===== config.mk =====
export PLATFORM = sky130hd
export DESIGN_NAME = dualmem_stream_packer
export DESIGN_NICKNAME = d
export VERILOG_FILES = /design/src/rtl/dualmem_stream_packer.sv
export SDC_FILE = /design/constraint.sdc
export NUM_CORES = 1
export LEC_CHECK = 0
export CAP_MARGIN = 20
export CELL_PAD_IN_SITES_DETAIL_PLACEMENT = 0
export CELL_PAD_IN_SITES_GLOBAL_PLACEMENT = 1
export CORE_ASPECT_RATIO = 1.75
export CORE_MARGIN = 2
export CORE_UTILIZATION = 44
export DETAILED_ROUTE_END_ITERATION = 12
export GPL_TIMING_DRIVEN = 0
export PLACE_DENSITY = 0.86
export SYNTH_ARGS = -nofsm -noshare
export SYNTH_HDL_FRONTEND = slang
export SYNTH_SLANG_ARGS = --single-unit

===== constraint.sdc =====
create_clock -name clk -period 3.5 [get_ports clk]
set_input_delay 0.35 -clock clk [delete_from_list [all_inputs] [get_ports clk]]
set_output_delay 0.35 -clock clk [all_outputs]
set_load 0.01 [all_outputs]

===== src/rtl/dualmem_stream_packer.sv =====
// Byte-stream to 64-bit word packer feeding one write port of the dual-port buffer memory.
// Optional running 16-bit byte checksum output when DUALMEM_STREAM_CSUM_EN is defined.
module dualmem_stream_packer #(
    parameter int ADDR_WIDTH = 11,
    parameter int CNT_WIDTH  = 15
) (
    input  logic                  clk,
    input  logic                  rst,
    input  logic                  start,
    input  logic [ADDR_WIDTH-1:0] start_addr,
    input  logic                  s_valid,
    input  logic [7:0]            s_data,
    input  logic                  s_last,
    output logic                  s_ready,
    output logic                  mem_en,
    output logic [7:0]            mem_we,
    output logic [ADDR_WIDTH-1:0] mem_addr,
    output logic [63:0]           mem_din,
    output logic                  busy,
    output logic                  done,
    output logic                  truncated,
`ifdef DUALMEM_STREAM_CSUM_EN
    output logic [15:0]           csum,
`endif
    output logic [CNT_WIDTH-1:0]  byte_count
);

    typedef enum logic [1:0] {
        IDLE  = 2'd0,
        RUN   = 2'd1,
        FLUSH = 2'd2
    } state_t;

    state_t                  state_q, state_d;
    logic [2:0]              lane_q, lane_d;
    logic [7:0]              mask_q, mask_d;
    logic [63:0]             pack_q, pack_d;
    logic [ADDR_WIDTH-1:0]   addr_q, addr_d;
    logic [ADDR_WIDTH-1:0]   word_cnt_q, word_cnt_d;
    logic                    mem_en_q, mem_en_d;
    logic [7:0]              mem_we_q, mem_we_d;
    logic [ADDR_WIDTH-1:0]   mem_addr_q, mem_addr_d;
    logic [63:0]             mem_din_q, mem_din_d;
    logic                    done_q, done_d;
    logic                    trunc_q, trunc_d;
    logic [CNT_WIDTH-1:0]    byte_count_q, byte_count_d;
`ifdef DUALMEM_STREAM_CSUM_EN
    logic [15:0]             csum_q, csum_d;
`endif

    logic                    accept;
    logic                    issue;
    logic                    cap_hit;
    logic [63:0]             word_w;
    logic [7:0]              mask_w;

    assign accept  = (state_q == RUN) && s_valid;
    assign issue   = accept && ((lane_q == 3'd7) || s_last);
    // word_cnt_q all-ones means the word being issued is the last one that fits
    assign cap_hit = issue && !s_last && (word_cnt_q == '1);

    genvar gi;
    generate
        for (gi = 0; gi < 8; gi++) begin : g_lane
            assign word_w[8*gi +: 8] = (lane_q == 3'(gi)) ? s_data : pack_q[8*gi +: 8];
            assign mask_w[gi]        = mask_q[gi] | (lane_q == 3'(gi));
        end
    endgenerate

    always_comb begin
        state_d      = state_q;
        lane_d       = lane_q;
        mask_d       = mask_q;
        pack_d       = pack_q;
        addr_d       = addr_q;
        word_cnt_d   = word_cnt_q;
        mem_en_d     = 1'b0;
        mem_we_d     = 8'h00;
        mem_addr_d   = mem_addr_q;
        mem_din_d    = mem_din_q;
        done_d       = 1'b0;
        trunc_d      = trunc_q;
        byte_count_d = byte_count_q;
`ifdef DUALMEM_STREAM_CSUM_EN
        csum_d       = csum_q;
`endif
        case (state_q)
            IDLE: begin
                if (start) begin
                    state_d      = RUN;
                    addr_d       = start_addr;
                    lane_d       = 3'd0;
                    word_cnt_d   = '0;
                    byte_count_d = '0;
                    trunc_d      = 1'b0;
                    pack_d       = 64'd0;
                    mask_d       = 8'h00;
`ifdef DUALMEM_STREAM_CSUM_EN
                    csum_d       = 16'h0000;
`endif
                end
            end
            RUN: begin
                if (accept) begin
                    pack_d       = word_w;
                    mask_d       = mask_w;
                    lane_d       = lane_q + 3'd1;
                    byte_count_d = byte_count_q + CNT_WIDTH'(1);
`ifdef DUALMEM_STREAM_CSUM_EN
                    csum_d       = csum_q + {8'h00, s_data};
`endif
                end
                if (issue) begin
                    mem_en_d   = 1'b1;
                    mem_we_d   = mask_w;
                    mem_addr_d = addr_q;
                    mem_din_d  = word_w;
                    pack_d     = 64'd0;
                    mask_d     = 8'h00;
                    lane_d     = 3'd0;
                    addr_d     = addr_q + ADDR_WIDTH'(1);
                    word_cnt_d = word_cnt_q + ADDR_WIDTH'(1);
                    if (s_last || cap_hit) begin
                        state_d = FLUSH;
                    end
                    if (cap_hit) begin
                        trunc_d = 1'b1;
                    end
                end
            end
            FLUSH: begin
                state_d = IDLE;
                done_d  = 1'b1;
            end
            default: begin
                state_d = IDLE;
            end
        endcase
    end

    always_ff @(posedge clk) begin
        if (rst) begin
            state_q      <= IDLE;
            lane_q       <= 3'd0;
            mask_q       <= 8'h00;
            pack_q       <= 64'd0;
            addr_q       <= '0;
            word_cnt_q   <= '0;
            mem_en_q     <= 1'b0;
            mem_we_q     <= 8'h00;
            mem_addr_q   <= '0;
            mem_din_q    <= 64'd0;
            done_q       <= 1'b0;
            trunc_q      <= 1'b0;
            byte_count_q <= '0;
`ifdef DUALMEM_STREAM_CSUM_EN
            csum_q       <= 16'h0000;
`endif
        end else begin
            state_q      <= state_d;
            lane_q       <= lane_d;
            mask_q       <= mask_d;
            pack_q       <= pack_d;
            addr_q       <= addr_d;
            word_cnt_q   <= word_cnt_d;
            mem_en_q     <= mem_en_d;
            mem_we_q     <= mem_we_d;
            mem_addr_q   <= mem_addr_d;
            mem_din_q    <= mem_din_d;
            done_q       <= done_d;
            trunc_q      <= trunc_d;
            byte_count_q <= byte_count_d;
`ifdef DUALMEM_STREAM_CSUM_EN
            csum_q       <= csum_d;
`endif
        end
    end

    assign s_ready    = (state_q == RUN);
    assign busy       = (state_q != IDLE);
    assign mem_en     = mem_en_q;
    assign mem_we     = mem_we_q;
    assign mem_addr   = mem_addr_q;
    assign mem_din    = mem_din_q;
    assign done       = done_q;
    assign truncated  = trunc_q;
    assign byte_count = byte_count_q;
`ifdef DUALMEM_STREAM_CSUM_EN
    assign csum       = csum_q;
`endif

endmodule

* Word-level counts from Yosys, hierarchy flattened
Index checks and enable logic that the tools add are counted.
** Word-level totals
- Register bits :: 200
- Bits of input ports :: 24
- Logic and storage cells :: 101
** Cells by class
- Add/subtract/negate cells :: 4
- Equality and inequality tests :: 16
- Muxes and demuxes :: 39
- Bitwise logic cells :: 10
- Reductions and logical operators :: 19
** Operators with widths (number)
- 2-to-1 mux 64 bit :: 3
- one-hot mux 64 bit (2 select lines) :: 1
- 2-to-1 mux 8 bit :: 11
- 2-to-1 mux 11 bit :: 4
- one-hot mux 11 bit (2 select lines) :: 2
- 2-to-1 mux 15 bit :: 2
- one-hot mux 15 bit (2 select lines) :: 1
- adder 11 x 1 -> 11 bit (second input constant) :: 2
- one-hot mux 8 bit (2 select lines) :: 1
- adder 15 x 1 -> 15 bit (second input constant) :: 1
- == test 3 bit (second input constant) :: 4
- AND reduction 3 bit :: 4
- == test 11 bit (second input constant) :: 1
- 2-to-1 mux 3 bit :: 3
- != test 2 x 1 -> 1 bit (second input constant) :: 4
- OR 1 bit :: 8
- == test 3 x 2 -> 1 bit (second input constant) :: 2
- 2-to-1 mux 2 bit :: 3
- one-hot mux 3 bit (2 select lines) :: 1
- 2-to-1 mux 1 bit :: 5
- logical AND 1 bit :: 4
- one-hot mux 2 bit (2 select lines) :: 1
- AND reduction 4 bit :: 1
- nonzero test 2 bit :: 2
- other kinds (15) :: 17

* Longest topological paths before layout
- Depth in word-level cells :: 9
- Mapped depth :: 8
- Gate-level depth less buffers :: 6

* Least setup slack after synthesis
Ideal clock, no wire load.
- Path type :: register to register
- From :: register lane_q[0]
- To :: register pack_q[32]
- Setup time :: 72 ps
- Arrival :: 1885 ps
- Setup slack :: 1543 ps
- Stages on the path, launching flop included :: 8
- Period minus slack after synthesis :: 1957 ps
- Path through :: dfxtp_1 -> ha_1 -> ha_1 -> buf_1 -> nor4b_1 -> buf_2 -> nand3_1 -> o2bb2ai_1
** Between the ends
- Word-level cells in the longest chain between the ends :: 5
- Elaborated cells between the ends (all ways) :: 10
** RTL lines
- from (decl) :: RTL line 35 : logic [2:0] lane_q, lane_d;
- from (signal assigned) :: RTL line 161 : lane_q <= lane_d;
- == test 3 bit, on equally long branches :: RTL line 65, 58
- 2-to-1 mux 8 bit / logical OR 1 bit (equally long branches) :: RTL line 65, 58
- 2-to-1 mux 64 bit / logical AND 1 bit (equally long branches) :: RTL line 104, 58
- 2-to-1 mux 64 bit / != test 3 x 1 -> 1 bit (equally long branches)
- one-hot mux 64 bit (2 select lines) / AND reduction 3 bit (equally long branches)
- to (signal assigned) :: RTL line 163 : pack_q <= pack_d;
- to (decl) :: RTL line 37 : logic [63:0] pack_q, pack_d;
Parallel ways exist; a longest one is shown, timed or not. The select of a mux whose other input is x is not followed.
A chain may end at the register's enable or synchronous reset.

* Worst setup path in the final report
- From :: register lane_q[1]
- To :: register mem_din_q[6] (netlist: mem_din[6])
** Between the ends
- Word-level cells in the longest chain between the ends :: 4
- Elaborated cells between the ends (all ways) :: 6
** RTL lines
- == test 3 bit :: RTL line 58 : assign issue = accept && ((lane_q == 3'd7) || s_last);
- logical OR 1 bit :: RTL line 58
- logical AND 1 bit :: RTL line 58
- AND reduction 2 bit (no source line)
- to (signal assigned) :: RTL line 169 : mem_din_q <= mem_din_d;
- to (decl) :: RTL line 43 : logic [63:0] mem_din_q, mem_din_d;
Parallel ways exist; a longest one is shown, timed or not.

==> impl_metrics.ini <==
[synth]
ys.warnings.count = 0
syn_area_mm2 = 0.00799
synth.avg_cell_area_um2 = 9.27
synth_cells = 861
synth_top_area_cell = dfxtp_1
synth_edf_count = 0
synth_async_sr_flop_share_pct = 0
synth_top_area_share_pct = 50.1
synth.area.top_cells = dfxtp_1 50%, o2bb2ai_1 6.1%, mux2i_1 5.4%, nor2_1 4.5%, a211oi_1 4.4%
synth-seq-area-share_pct = 50.1
synth_ff_type = dfxtp_1
synth_nets = 894
synth.distinct_cells = 49
ys_ff_latch = 200

[layout]
final_layout_size_suffix_gt1_share_pct = 5.04
stdcell_area_mm2 = 0.0101
syn_to_final_growth_pct = 26.3
layout_commonest_cell = dfxtp_1
antenna_cells = 0
multi_input_area_mm2 = 0.00367
n_fill_cell = 1682
seq_area_mm2 = 0.00400
nNetsFinal = 1031
final_cell_mix = 200 x dfxtp_1, 118 x clkdlybuf4s50_1, 95 x nor2_1

[hold_path]
min-delay-start = mem_addr[5]
hold_path_class = flip-flop to flip-flop

[clock_tree]
clock_latency_ps = 440
cts_hold_buf = 0
clkTransAtPathRegs_ps = 80
cts_max_level = 4
clock_sinks = 200
cts_tree = yes
cts_made_buffers = 17
clockRootBuffer = clkbuf_16
cts_buffer_depth = 2
ctsResizeCount = 0
cts_setup_buffers = 0

[critical_path]
cp-startpoint = lane_q[1]
worstPathRequired_ps = 3800
rr_startpoint = lane_q[1]
crit_path_start_kind = flip-flop
critPathMaxFanout = 10
crit_type = flip-flop to flip-flop
cp.arrival_ps = 3100
cp-end-kind = flip-flop

[status]
outcome = finished clean

[timing]
tightest_slew_ps = 916
hold_viol = 0
maxSlewHeadroom_pct = 38.1
finalSetupViolCount = 0
grt_setup_unrepaired = no
finalCriticalPeriod_ps = 2810
min_period_over_period_pct = 80.2
finalSetupTns_ps = 0
fmax_ghz = 0.356
fin_skew_ps = 13.4
slew_viol_final = 0

[drt]
drc = 0
wirelength_um = 23900
drt_first_iter_violations = 426
viasPerCell = 5.59
num_vias = 6962
ant_nets = 0
wl_per_cell_um = 19.2
drtPass1Iterations = 5

[global_routing]
grt_overflow = 0
antenna_found_initial = 0
grt_pass1_wl_um = 37400
grt_pass1_vias = 7032
grt_max_degree = 21
groute.usage.overall_pct = 25.0

[placement]
io_buffers = 118
place_congestion = 0.849
place_hpwl_um = 17100
place_area_mm2 = 0.00946

[die]
dieArea_mm2 = 0.0193
die_w_um = 106
die_y_um = 182
core_mm2 = 0.0179
initial_core_util_pct = 44.6
io_pins = 127
num_rows = 65

[power_and_ir_drop]
powerDensity_mw_per_mm2 = 481
peakVddDrop_v = 0.000281
total_leakage_power_nw = 3.23

[run]
maxCapViolations = 0
## cell type report
class	count	share of cell area, %
flip-flops and latches	200	39.7
multi-input cells	584	36.4
repair buffers	118	11.7
clock buffers	19	4.49
well taps	234	2.90
plain buffers	67	2.68
clock inverters	13	1.71
inverters	10	0.372
## path summary, 6_finish.rpt
path                       to  slack, ps  cells past startpoint
setup / recovery   mem_din[6]        690                      7
hold / removal    mem_addr[5]        460                      2
setup reg to reg   mem_din[6]        690                      7
hold reg to reg   mem_addr[5]        460                      2
## cells in the mapped netlist, types with 2 or more instances
cell type and count:
a311oi_1 26, o21ai_0 14, a211oi_1 47, a21oi_1 47, nor4b_1 3, nand4b_1 2, nand2_1 78, xnor2_1 13
and3_1 4, nor3_1 13, nand3b_1 7, or3_1 5, o21a_1 7, nor2_1 95, or2_2 4, mux2i_1 43
a211o_1 2, nor4_1 3, buf_1 12, o31ai_1 2, a22oi_1 3, o211ai_1 2, clkbuf_1 42, and2_1 12
buf_2 12, inv_1 10, dfxtp_1 200, a2111oi_0 3, ha_1 9, o2bb2ai_1 56, nand4_1 5, nand3_1 43
nor2b_1 3, nor3b_1 5, nand2b_1 12, or4_1 3, and4_1 2
## critical path: stages (launching register included)
cell	delay (ps)
dfxtp_1	410
ha_1	200
ha_1	200
o21ai_1	290
nor2_1	400
clkbuf_1	520
clkbuf_1	470
a211oi_1	160
## routing by layer
layer  global-route usage (%)  vias up  routed length, um
met1                     28.4     3290               9400
li1                         -     3391                  -
met5                        0        -                  0
met4                     11.3        0                837
met2                     45.6      224              12500
met3                     3.64       57               1110
## logic make-up (layout without fill, tap and decap cells)
group,Yosys count,after routing,share of synthesized area (%)
xor gates and xnor gates,14,14,1.54
muxes,43,43,5.39
buffers and inverters,77,227,3.85
AOI/OAI and AO/OA,216,216,19.8
and+or+nand+nor,302,302,17.9
adders and majority gates,9,9,1.41
DFF,200,200,50.1
## sequential cells by signal (all words and copies together) (netlist names), 2 cells and up
register    cells
mem_we          8
addr_q         11
state_q         2
byte_count     15
mem_addr       11
word_cnt_q     11
mask_q          8
lane_q          3
mem_din        64
pack_q         64
## report_power, final
group / switching (mW) / total (mW) / internal (mW)
registers: 0.0415 / 2.37 / 2.32
logic: 0.269 / 0.431 / 0.162
clock network: 0.981 / 2.05 / 1.07
total: 1.29 / 4.85 / 3.56
## metrics by stage
step / hold WS, ps / utilization [%] / instances / setup slack [ps] / power (mW)
after detailed placement: 444 / 52.9 / 1213 / 538 / 2.85
after global routing: 480 / 56.4 / 1245 / 444 / 5.01
final: 460 / 56.4 / 1245 / 693 / 4.85
after floorplan: 429 / - / 861 / 1540 / 2.64
after CTS: 460 / 56.4 / 1245 / 710 / 4.87
after global placement: 442 / 52.9 / 1213 / 528 / 2.85
Power figures use the tool's default switching activity.
